## config.mk

```make
export PLATFORM = sky130hd
export DESIGN_NAME = jkff_bank_arbiter
export DESIGN_NICKNAME = d
export VERILOG_FILES = /design/src/rtl/jkff_pkg.sv /design/src/rtl/rr_pick.sv /design/src/rtl/jkff_bank_arbiter.sv
export SDC_FILE = /design/constraint.sdc
export NUM_CORES = 1
export LEC_CHECK = 0
export CAP_MARGIN = 20
export CORE_MARGIN = 4
export CORE_UTILIZATION = 35
export CTS_CLUSTER_DIAMETER = 40
export DETAILED_ROUTE_END_ITERATION = 8
export PLACE_DENSITY = 0.62
export SETUP_SLACK_MARGIN = 0.02
export SYNTH_ARGS = -nofsm -noshare
export SYNTH_HDL_FRONTEND = slang
export SYNTH_SLANG_ARGS = --single-unit
export TNS_END_PERCENT = 1
```

## constraint.sdc

```tcl
create_clock -name CK -period 3.3 [get_ports CK]
set_input_delay 0.33 -clock CK [delete_from_list [all_inputs] [get_ports CK]]
set_output_delay 0.33 -clock CK [all_outputs]
set_load 0.005 [all_outputs]
```

## src/rtl/jkff_pkg.sv

```systemverilog
// Shared definitions for the JK flip-flop bank arbiter: op codes, FSM states
// and the op -> {J, K} drive lookup.
package jkff_pkg;

  // Requester op codes
  localparam logic [1:0] OP_HOLD = 2'b00;
  localparam logic [1:0] OP_CLR  = 2'b01;
  localparam logic [1:0] OP_SET  = 2'b10;
  localparam logic [1:0] OP_TGL  = 2'b11;

  // Drive pairs presented to the addressed flip-flop, packed as {J, K}
  localparam logic [1:0] JK_HOLD = 2'b00;
  localparam logic [1:0] JK_CLR  = 2'b01;
  localparam logic [1:0] JK_SET  = 2'b10;
  localparam logic [1:0] JK_TGL  = 2'b11;

  typedef enum logic [1:0] {
    ST_IDLE   = 2'd0,
    ST_ISSUE  = 2'd1,
    ST_VERIFY = 2'd2
  } state_e;

  // Map an op code onto the {J, K} pair for the addressed bit.
  function automatic logic [1:0] op_to_jk(input logic [1:0] op);
    logic [1:0] jk;
    case (op)
      OP_HOLD: jk = JK_HOLD;
      OP_CLR:  jk = JK_CLR;
      OP_SET:  jk = JK_SET;
      default: jk = JK_TGL;
    endcase
    return jk;
  endfunction

  // Value the addressed bit must read back as one cycle after the drive.
  function automatic logic exp_bit(input logic [1:0] op, input logic q_now);
    logic e;
    case (op)
      OP_HOLD: e = q_now;
      OP_CLR:  e = 1'b0;
      OP_SET:  e = 1'b1;
      default: e = ~q_now;
    endcase
    return e;
  endfunction

endpackage

```

## src/rtl/rr_pick.sv

```systemverilog
// Combinational round-robin picker: first set request at or above ptr, with wrap.
module rr_pick #(
  parameter int unsigned NREQ = 4,
  parameter int unsigned PTRW = 2
) (
  input  logic [NREQ-1:0] req,
  input  logic [PTRW-1:0] ptr,
  output logic            gnt_valid,
  output logic [PTRW-1:0] gnt_idx
);

  logic [2*NREQ-1:0] dbl;
  logic [NREQ-1:0]   rot;
  logic [PTRW:0]     sum;

  // Rotate so that position 0 is the highest-priority requester.
  assign dbl = {req, req} >> ptr;
  assign rot = dbl[NREQ-1:0];

  // Find the first set bit of the rotated vector and map it back to a requester.
  always_comb begin
    gnt_valid = 1'b0;
    gnt_idx   = '0;
    sum       = '0;
    for (int k = 0; k < NREQ; k++) begin
      if (!gnt_valid && rot[k]) begin
        gnt_valid = 1'b1;
        sum       = {1'b0, ptr} + (PTRW+1)'(k);
        if (sum >= (PTRW+1)'(NREQ)) begin
          sum = sum - (PTRW+1)'(NREQ);
        end
        gnt_idx = sum[PTRW-1:0];
      end
    end
  end

endmodule

```

## src/rtl/jkff_bank_arbiter.sv

```systemverilog
// Round-robin arbiter sharing one bank of external JK flip-flops among NREQ
// requesters. Each grant drives J/K on one bit for one cycle, reads Q back on
// the following cycle and acks the requester with a pass/fail flag.
module jkff_bank_arbiter
  import jkff_pkg::*;
#(
  parameter int unsigned NREQ  = 4,
  parameter int unsigned WIDTH = 8,
  parameter int unsigned IDXW  = 3
) (
  input  logic                 CK,
  input  logic                 RB,
  input  logic [NREQ-1:0]      req,
  input  logic [2*NREQ-1:0]    op,
  input  logic [IDXW*NREQ-1:0] idx,
  input  logic [WIDTH-1:0]     Q,
  output logic [WIDTH-1:0]     J,
  output logic [WIDTH-1:0]     K,
  output logic [NREQ-1:0]      ack,
  output logic                 err,
  output logic                 busy
);

  localparam int unsigned PTRW = $clog2(NREQ);

  state_e            state_q;
  logic [PTRW-1:0]   ptr_q;
  logic [PTRW-1:0]   gnt_q;
  logic [IDXW-1:0]   idx_q;
  logic              exp_q;
  logic [WIDTH-1:0]  j_q;
  logic [WIDTH-1:0]  k_q;
  logic [NREQ-1:0]   ack_q;
  logic              err_q;

  logic              gnt_valid;
  logic [PTRW-1:0]   gnt_idx;
  logic [1:0]        sel_op;
  logic [IDXW-1:0]   sel_idx;
  logic [1:0]        sel_jk;
  logic [WIDTH-1:0]  sel_mask;

  // Indices at or above WIDTH address no flip-flop.
  function automatic logic idx_legal(input logic [IDXW-1:0] i);
    return 32'(i) < WIDTH;
  endfunction

  // Q bit at index i; reads as 0 for an illegal index.
  function automatic logic bit_at(input logic [WIDTH-1:0] q, input logic [IDXW-1:0] i);
    logic b;
    b = 1'b0;
    for (int n = 0; n < WIDTH; n++) begin
      if (i == IDXW'(n)) b = q[n];
    end
    return b;
  endfunction

  // One-hot bank mask for index i; all-zero for an illegal index.
  function automatic logic [WIDTH-1:0] idx_mask(input logic [IDXW-1:0] i);
    logic [WIDTH-1:0] m;
    m = '0;
    for (int n = 0; n < WIDTH; n++) begin
      if (i == IDXW'(n)) m[n] = 1'b1;
    end
    return m;
  endfunction

  // One-hot requester vector for ack.
  function automatic logic [NREQ-1:0] req_onehot(input logic [PTRW-1:0] g);
    logic [NREQ-1:0] v;
    v = '0;
    for (int n = 0; n < NREQ; n++) begin
      if (g == PTRW'(n)) v[n] = 1'b1;
    end
    return v;
  endfunction

  rr_pick #(
    .NREQ (NREQ),
    .PTRW (PTRW)
  ) u_rr_pick (
    .req       (req),
    .ptr       (ptr_q),
    .gnt_valid (gnt_valid),
    .gnt_idx   (gnt_idx)
  );

  // Select the winning requester's op and index fields.
  always_comb begin
    sel_op  = '0;
    sel_idx = '0;
    for (int i = 0; i < NREQ; i++) begin
      if (gnt_idx == PTRW'(i)) begin
        sel_op  = op[2*i +: 2];
        sel_idx = idx[IDXW*i +: IDXW];
      end
    end
  end

  // Drive pair and bit mask for the transaction about to be issued.
  always_comb begin
    sel_jk   = op_to_jk(sel_op);
    sel_mask = idx_mask(sel_idx);
  end

  // Transaction FSM with registered J/K, ack and err.
  always_ff @(posedge CK or negedge RB) begin
    if (!RB) begin
      state_q <= ST_IDLE;
      ptr_q   <= '0;
      gnt_q   <= '0;
      idx_q   <= '0;
      exp_q   <= 1'b0;
      j_q     <= '0;
      k_q     <= '0;
      ack_q   <= '0;
      err_q   <= 1'b0;
    end else begin
      case (state_q)
        ST_IDLE: begin
          ack_q <= '0;
          err_q <= 1'b0;
          j_q   <= '0;
          k_q   <= '0;
          if (gnt_valid) begin
            gnt_q   <= gnt_idx;
            idx_q   <= sel_idx;
            // Expected value is based on Q before the bank sees the drive.
            exp_q   <= exp_bit(sel_op, bit_at(Q, sel_idx));
            j_q     <= sel_jk[1] ? sel_mask : '0;
            k_q     <= sel_jk[0] ? sel_mask : '0;
            state_q <= ST_ISSUE;
          end
        end
        ST_ISSUE: begin
          // Bank captures the drive on this edge; release it immediately.
          j_q     <= '0;
          k_q     <= '0;
          state_q <= ST_VERIFY;
        end
        ST_VERIFY: begin
          ack_q   <= req_onehot(gnt_q);
          err_q   <= !idx_legal(idx_q) || (bit_at(Q, idx_q) != exp_q);
          ptr_q   <= (gnt_q == PTRW'(NREQ - 1)) ? '0 : gnt_q + PTRW'(1);
          state_q <= ST_IDLE;
        end
        default: begin
          j_q     <= '0;
          k_q     <= '0;
          state_q <= ST_IDLE;
        end
      endcase
    end
  end

  assign J    = j_q;
  assign K    = k_q;
  assign ack  = ack_q;
  assign err  = err_q;
  assign busy = (state_q != ST_IDLE);

endmodule

```

# Yosys cells after proc, flatten, opt, wreduce, memory -nomap -nowiden
# Index checks and enable logic that the tools add are counted.
# classes
order_cmp,4
n_shift,1
eq_ne,26
mux,64
reduce_logical,15
bitwise,1
add_sub_neg,8
# op_table
operator,count
1-bit 2-to-1 mux,35
8-bit 2-to-1 mux,4
8-bit case mux with 2 select lines,2
2-bit 2-to-1 mux,14
3-bit equality test (second input constant),8
2-bit equality test (second input constant),6
3-bit by 2-bit equality test with 1-bit output (second input constant),4
3-bit 2-to-1 mux,4
3-bit >= comparator (second input constant),3
2-bit by 1-bit equality test with 1-bit output (second input constant),4
2-bit zero test,4
4-bit case mux with 2 select lines,1
8-bit by 2-bit right shift with 4-bit output,1
2-bit by 1-bit subtractor with 2-bit output (second input constant),4
2-bit by 2-bit adder with 3-bit output (second input constant),2
3-bit by 1-bit equality test with 1-bit output (second input constant),2
3-bit zero test,2
2-bit case mux with 3 select lines,1
2-bit case mux with 2 select lines,1
2-bit nonzero test,2
2-bit by 1-bit adder with 3-bit output (second input constant),1
2-bit by 3-bit >= comparator with 1-bit output (second input constant),1
1-bit logical AND,3
1-bit zero test,3
other kinds (7),7
# totals
output_inout_bits,22
in_bits,34
ff_bits,31

# Depth between registers and ports, before layout
# Gate-level depths: netlist (run 1).
# logic_depth
depth_word,29
depth_mapped,9
mapped_depth_nobuf,8

# By module
# Synthesis (run 1) repeated with hierarchy kept, for this count alone.
# unflattened
hier_cells,145
area_unflattened_um2,1564.0
# by_module_without_submodules
module,n_inst,seq_area_each_um2,area_per_inst_um2,cells_per_inst
jkff_bank_arbiter,1,775.7,1490.2,133
rr_pick,1,0.0,73.8,12

# Worst setup path before layout (run 1)
# No wires, ideal clock.
# synth_path
path_type,flip-flop to flip-flop
startpoint,register ptr_q[1]
endpoint,register exp_q
path_stages_with_launch,10
slack_ns,0.843
path_buffers,1
setup_time_ns,0.092
required_ns,3.208
synth_period_minus_slack_ns,2.457
arrival_ns,2.365
path_cell_list,dfrtp_1 -> mux2_4 -> o221ai_2 -> buf_6 -> mux2i_1 -> mux2i_4 -> a2111o_1 -> o2111ai_1 -> a21boi_1 -> o31ai_2
# synth_between
elab_chain_len,29
elab_cells_between_ends,66
# synth_lines
element,line_no,text
"start, declared",jkff_bank_arbiter.sv:27,logic [PTRW-1:0] ptr_q;
"start signal, assigned",jkff_bank_arbiter.sv:144,ptr_q <= (gnt_q == PTRW'(NREQ - 1)) ? '0 : gnt_q + PTRW'(1);
"parallel branches: the longest is 29 deep, another holds 2-bit by 1-bit adder with 3-bit output",-,
"end signal, assigned",jkff_bank_arbiter.sv:129,"exp_q <= exp_bit(sel_op, bit_at(Q, sel_idx));"
"end, declared",jkff_bank_arbiter.sv:30,logic exp_q;
# Parallel ways; which one is timed is not known. The select of a mux whose other input is x is not followed.
# A chain may end at the register's enable or synchronous reset.

# Final worst setup path (run 1)
# layout_path
startpoint,input port req[1]
endpoint,register exp_q
# layout_between
elab_chain_len,29
elab_cells_between_ends,51
# layout_lines
element,line_no,text
"start, declared",jkff_bank_arbiter.sv:13,"input logic [NREQ-1:0] req,"
8-bit by 2-bit right shift with 4-bit output (*),rr_pick.sv:17,"assign dbl = {req, req} >> ptr;"
1-bit 2-to-1 mux,rr_pick.sv:26,if (!gnt_valid && rot[k]) begin
1-bit zero test,rr_pick.sv:26,
1-bit logical AND,rr_pick.sv:26,
1-bit 2-to-1 mux,rr_pick.sv:26,
1-bit zero test,rr_pick.sv:26,
1-bit logical AND,rr_pick.sv:26,
1-bit 2-to-1 mux,rr_pick.sv:26,
(+3 left out),-,
2-bit zero test,jkff_bank_arbiter.sv:93,if (gnt_idx == PTRW'(i)) begin
3-bit 2-to-1 mux (4 in a row),jkff_bank_arbiter.sv:93,
3-bit zero test,jkff_bank_arbiter.sv:53,if (i == IDXW'(n)) b = q[n];
1-bit 2-to-1 mux (8 in a row),jkff_bank_arbiter.sv:53,
1-bit 2-to-1 mux,jkff_bank_arbiter.sv:125,if (gnt_valid) begin
1-bit 2-to-1 mux,jkff_bank_arbiter.sv:119,case (state_q)
1-bit NOT,jkff_pkg.sv:42,default: e = ~q_now;
1-bit case mux with 3 select lines,jkff_pkg.sv:38,case (op)
# Mark *: on every way between the ends. The rest lies on a longest branch, timed or not. The select of a mux whose other input is x is not followed.

==> flow_summary.yaml, run 1 <==
status:
  status: "complete, no violations"
place:
  hpwl_um: 3278
  gp_congestion: 0.7772
  portBuffers: 55
  placed_cells: 266
route:
  dr.pass1.iters: 4
  met3_length_um: 234
  wl_met2_um: 2070
  drtAntennaViolNets: 0
  route.detailed.drc: 0
  wl_per_cell_um: 14.92
  num_vias: 1409
  drt-initial-drc-count: 69
  viasPerCell: 5.161
  top_layer_used: "met4"
  wl_met1_um: 1751
  wirelength_um: 4072
floorplan:
  core_area_sq_um: 4474
  start_util_pct: 36.91
  die_width_um: 76.70
  die_area_sq_um: 5882
  io_pins: 56
  die_y_um: 76.70
  fp-row-count: 24
clock_tree:
  cts_tree: "done"
  post_cts_buffers: 0
  root_buffer: "clkbuf_8"
  hold_buffers: 0
  htree_levels: 2
  cts_resized: 0
  clock_sinks: 31
  insertion_delay_ns: 0.27
  cts-buffers-inserted: 5
  clkTransAtPathRegs_ns: 0.06
  cts_buffer_depth: 2
timing:
  finalCritPeriodShare_pct: 85.37
  fin_hold_ws_ns: 0.4428
  layout_min_cycle_time_ns: 2.817
  fmax_ghz: 0.3549
  setup-tns-final_ns: 0
  setup-violations-final: 0
  rsz0062_at_grt: "false"
  max_slew_margin_pct: 62.12
  tightest_slew_ns: 0.5683
  hold_viol_final: 0
  fin_skew_ns: 0.005320
  slew_viol_final: 0
logic_synthesis:
  async_flop_share_pct: 100.0
  synth_area_per_cell_sq_um: 10.26
  yosysSeqAreaShare_pct: 46.97
  synthTopCellsByArea: "dfrtp_1, nand2_1, o21ai_0, mux2i_1, mux2_2"
  synth_edf_count: 0
  synthesis.nets: 199
  yosys.area.top_type_share_pct: 46.97
  synth_ff_type: "dfrtp_1"
  synth.distinct_cells: 36
  syn_inst: 161
  yosysTopAreaCell: "dfrtp_1"
  yosys_warnings: 0
  syn-cell-area_sq_um: 1652
  ys_ff_latch: 31
setup_path:
  cpMaxStageDelayCell: "o22a_1"
  timing.rr.start: "ptr_q[1]"
  reg2reg_depth: 8
  crit_chain: "clkdlybuf4s50_1 > a21o_1 > a21oi_1 > o22a_1 > mux2i_4 > mux2_2 > o2111ai_1 > a21boi_1 > o31ai_2"
  worstPathArrival_ns: 2.99
  rrSetupSlack_ns: 0.59
  cp-start-kind: "primary input"
  critPathTopFamily: "compound AO/OA/AOI/OAI gates"
  required_ns: 3.48
  r2r-end: "exp_q"
  path_buf_inv: 1
  crit_type: "primary input to flop"
  end_kind: "flop"
  cp_slowest_stage_delay_ns: 0.51
  worstPathMaxFanout: 14
cells_and_area:
  nFillCells: 402
  area_growth_pct: 42.50
  multi_input_area_sq_um: 825.8
  final_net_count: 259
  regArea_sq_um: 775.7
  final_layout_size_suffix_gt1_share_pct: 11.76
  diodes: 0
  instances_no_fill: 273
power_and_ir_drop:
  intPower_mw: 1.082
  clkPwrFrac_pct: 17.1
  p_seq_share_pct: 35.3
  leakage_nw: 1.035
  pwr-share-comb_pct: 47.5
  p_per_area_nw_per_um2: 725.4
  p_sw_mw: 0.6253
  netSwitchingFraction_pct: 36.63
  irDropWorstVdd_mv: 0.3388
min_path:
  min_path_type: "primary input to asynchronous set/reset pin"
global_routing:
  grt_pass1_wl_um: 7072
  grt_pass1_vias: 1489
  grt_max_degree: 32
  grt_overflow: 0
  antenna_found_initial: 0
  gr-usage-all-layers_pct: 15.03
job:
  drv_cap: 0
-- final cells by class --
cell class | instances | area share [%]
Clock inverter | 1 | 0.2127
Inverter | 5 | 0.7974
Tap cell | 52 | 2.764
Clock buffer | 6 | 3.509
Timing Repair Buffer | 59 | 24.67
Sequential cell | 31 | 32.96
Multi-Input combinational cell | 119 | 35.09
-- sequential cells by signal, summed over array words and instances, names as in the netlist --
name	flops
J	8
K	8
ack	4
err	1
exp_q	1
gnt_q	2
idx_q	3
ptr_q	2
state_q	2
-- logic make-up after synthesis --
| logic type | Yosys count | share of synthesized area (%) |
|---|---|---|
| XOR/XNOR | 1 | 0.5304 |
| AO/OA/AOI/OAI | 41 | 16.14 |
| buffers and inverters | 11 | 3.030 |
| AND/OR/NAND/NOR | 51 | 13.71 |
| multiplexers | 22 | 16.59 |
| adder cells (fa/ha/maj) | 4 | 3.030 |
| flip-flops | 31 | 46.97 |
-- how the worst max path moves through the flow --
stage / to / cells after the start / slack (ns) / startpoint
CTS: exp_q / 9 / 0.50 / req[1]
global placement: exp_q / 9 / 0.36 / req[0]
finish: exp_q / 9 / 0.48 / req[1]
floorplan: exp_q / 9 / 0.84 / ptr_q[1]
detailed placement: exp_q / 9 / 0.22 / req[1]
global route: exp_q / 9 / 0.33 / req[0]
-- cell usage after synthesis, drive strengths merged (2+ instances only) --
master  number
nand2       36
dfrtp       31
o21ai       23
mux2i       13
mux2         7
inv          5
a21oi        4
clkbuf       4
ha           4
nor2         4
a22o         3
a21boi       2
a21o         2
and3b        2
buf          2
mux4         2
nor2b        2
o221ai       2
or2          2
-- metal layers --
layer  up-vias  GRT usage, %
li1        683             -
met2        45         25.17
met4         0         3.804
met3         2         5.504
met5         -             0
met1       679         18.28
-- through the flow --
stage          worst slack (ns)  utilization, %  area (sq um)  power (mW)
6_report                 0.4827           52.60          2354       1.707
5_1_grt                  0.3256           52.60          2354       1.859
4_1_cts                  0.4990           52.60          2354       1.727
3_5_place_dp             0.2188           50.64          2266       1.426
3_3_place_gp             0.3636           50.64          2266       1.398
2_1_floorplan            0.8432               -          1652       1.111
-- power by group through the flow --
stage / registers (mW) / logic, mW / clock network [mW]
floorplan: 0.582 / 0.529 / 0
global placement: 0.597 / 0.801 / 0
detailed placement: 0.608 / 0.818 / 0
CTS: 0.603 / 0.823 / 0.302
global route: 0.625 / 0.914 / 0.320
finish: 0.603 / 0.812 / 0.292
-- layout by cell type, fill, tap and decap left out, types with 2 or more instances in the layout --
cell and instances:
and3b_1 2, a21oi_1 4, mux2i_1 11, mux2_2 6
or2_2 2, mux4_2 2, nand2_1 36, clkbuf_8 6
o21ai_0 23, dfrtp_1 31, buf_4 4, ha_1 4
a22o_1 3, nor2_1 4, nor2b_1 2, inv_1 5
clkdlybuf4s50_1 55, a21o_1 2
(Power assumes the default switching activity.)
==> run 2, diff against run 1 <==
--- a/config.mk
+++ b/config.mk
@@ -10,7 +10,7 @@
 export CORE_UTILIZATION = 35
 export CTS_CLUSTER_DIAMETER = 40
 export DETAILED_ROUTE_END_ITERATION = 8
-export PLACE_DENSITY = 0.62
+export PLACE_DENSITY = 0.65
 export SETUP_SLACK_MARGIN = 0.02
 export SYNTH_ARGS = -nofsm -noshare
 export SYNTH_HDL_FRONTEND = slang
==> constraint.sdc (replaced) <==
create_clock -name CK -period 2.5 [get_ports CK]
set_input_delay 0.25 -clock CK [delete_from_list [all_inputs] [get_ports CK]]
set_output_delay 0.25 -clock CK [all_outputs]
set_load 0.005 [all_outputs]
==> flow_summary.yaml, run 2 (synthesis gave the netlist of run 1 again) <==
clock_tree:
  cts_tree: "done"
  cts_buffer_depth: 2
  htree_levels: 2
  cts-buffers-inserted: 5
  root_buffer: "clkbuf_8"
  insertion_delay_ns: 0.27
  clkTransAtPathRegs_ns: 0.06
  clock_sinks: 31
setup_path:
  worstSetupStartpoint: "ptr_q[1]"
  end_kind: "flop"
  timing.rr.start: "ptr_q[1]"
  cp-start-kind: "flop"
  cp_common_cell: "mux2i_4"
  cpMaxStageDelayCell: "dfrtp_2"
  r2r-end: "exp_q"
  reg2reg_depth: 9
  cp_slowest_stage_delay_ns: 0.45
  rrSetupSlack_ns: 0.11
  worstPathArrival_ns: 2.58
  required_ns: 2.69
  crit_type: "flop to flop"
  worstPathMaxFanout: 6
  crit_chain: "mux2_4 > o221ai_4 > buf_6 > mux2i_4 > mux2i_4 > mux2i_1 > o32a_1 > and3b_1 > o31ai_2"
route:
  wirelength_um: 4016
  route.detailed.drc: 0
  viasPerCell: 5.014
  wl_per_cell_um: 14.14
  drt-initial-drc-count: 45
  drtAntennaViolNets: 0
  num_vias: 1424
  dr.pass1.iters: 4
floorplan:
  start_util_pct: 36.91
  die_area_sq_um: 5882
  fp-row-count: 24
  die_y_um: 76.70
  io_pins: 56
  die_width_um: 76.70
  core_area_sq_um: 4474
cells_and_area:
  final_cell_mix: "clkdlybuf4s50_1, nand2_1, dfrtp_1"
  final_net_count: 270
  final_layout_size_suffix_gt1_share_pct: 20.26
  final_common_cell: "clkdlybuf4s50_1"
  diodes: 0
  instances_no_fill: 284
  area_growth_pct: 52.65
  postLayoutCoreUtil_pct: 56.35
job:
  drv_cap: 0
min_path:
  min_path_type: "primary input to asynchronous set/reset pin"
timing:
  hold_viol_final: 0
  slew_viol_final: 0
  finalCritPeriodShare_pct: 95.58
  tightest_slew_ns: 0.4161
  fmax_ghz: 0.4185
  layout_min_cycle_time_ns: 2.390
  fin_skew_ns: 0.002783
  max_slew_margin_pct: 72.20
  setup-violations-final: 0
  rsz0062_at_grt: "true"
  timing.final.ws_setup_ns: 0.1105
  setup-tns-final_ns: 0
power_and_ir_drop:
  power_mw: 2.436
  leakage_nw: 1.102
  p_per_area_nw_per_um2: 966.3
  irDropWorstVdd_mv: 0.4598
place:
  hpwl_um: 3123
  portBuffers: 55
  place_ws_ns: -0.2909
  placed_cells: 277
  gp_congestion: 0.7750
global_routing:
  grt_max_degree: 32
  gr-usage-all-layers_pct: 14.61
  antenna_found_initial: 0
  grt_pass1_vias: 1516
  grt_overflow: 0
  grt_pass1_wl_um: 7010
status:
  status: "complete, no violations"
[run 2: changes by cell type in the layout (fill, tap and decap cells not counted), moves of 2 or more]
cell | previous run | this run
mux2i_4 | 1 | 4
buf_4 | 4 | 14
mux2i_1 | 11 | 6
mux2i_2 | 1 | 3
mux2_2 | 6 | 4
mux2_4 | 1 | 3
[run 2: layer usage]
layer | wire, um | global-route usage, %
met5 | 0 | 0
met4 | 28 | 3.261
met3 | 157 | 3.630
met2 | 2051 | 25.09
met1 | 1779 | 18.50
[run 2: worst max-delay path by stage]
stage | end | slack (ns) | depth (start not counted)
after floorplan | exp_q | 0.04 | 9
after global placement | exp_q | -0.22 | 9
after detailed placement | exp_q | -0.29 | 10
after CTS | exp_q | 0.02 | 9
after global routing | exp_q | -0.0002 | 9
final | exp_q | 0.11 | 9
[run 2: what timing repair did]
item	4_1_cts	5_1_grt
pin swaps	0	1
hold endpoints to repair	0	0
endpoints found under the setup margin	1	1
buffers inserted	0	0
gates resized for setup	5	14
hold buffers	0	0
[run 2: final cells by class]
| cell class | count | area (sq um) |
|---|---|---|
| Clock buffer | 6 | 82.58 |
| Clock inverter | 1 | 5.005 |
| Fill cell | 424 | 1953 |
| Inverter | 5 | 18.77 |
| Multi-Input combinational cell | 119 | 903.4 |
| Sequential cell | 31 | 777.0 |
| Tap cell | 52 | 65.06 |
| Timing Repair Buffer | 70 | 669.4 |
[run 2: power breakdown]
| part | internal [mW] | total [mW] | switching [mW] |
|---|---|---|---|
| Combinational | 0.696 | 1.25 | 0.558 |
| Sequential | 0.659 | 0.798 | 0.139 |
| Clock | 0.215 | 0.385 | 0.169 |
[run 2: worst max-delay path: cells and delay by family (launching register included)]
family | cells | cell delay [ns]
mux | 4 | 0.83
flops | 1 | 0.45
buf+inv | 1 | 0.19
simple gates | 1 | 0.17
compound gates | 3 | 0.65
[run 2: through the flow]
step                      hold slack (ns)  instance area, sq um
after floorplan                  -0.04559                  1652
after global placement             0.4652                  2349
after detailed placement           0.4727                  2349
after CTS                          0.3838                  2450
after global routing               0.4155                  2521
final                              0.3700                  2521
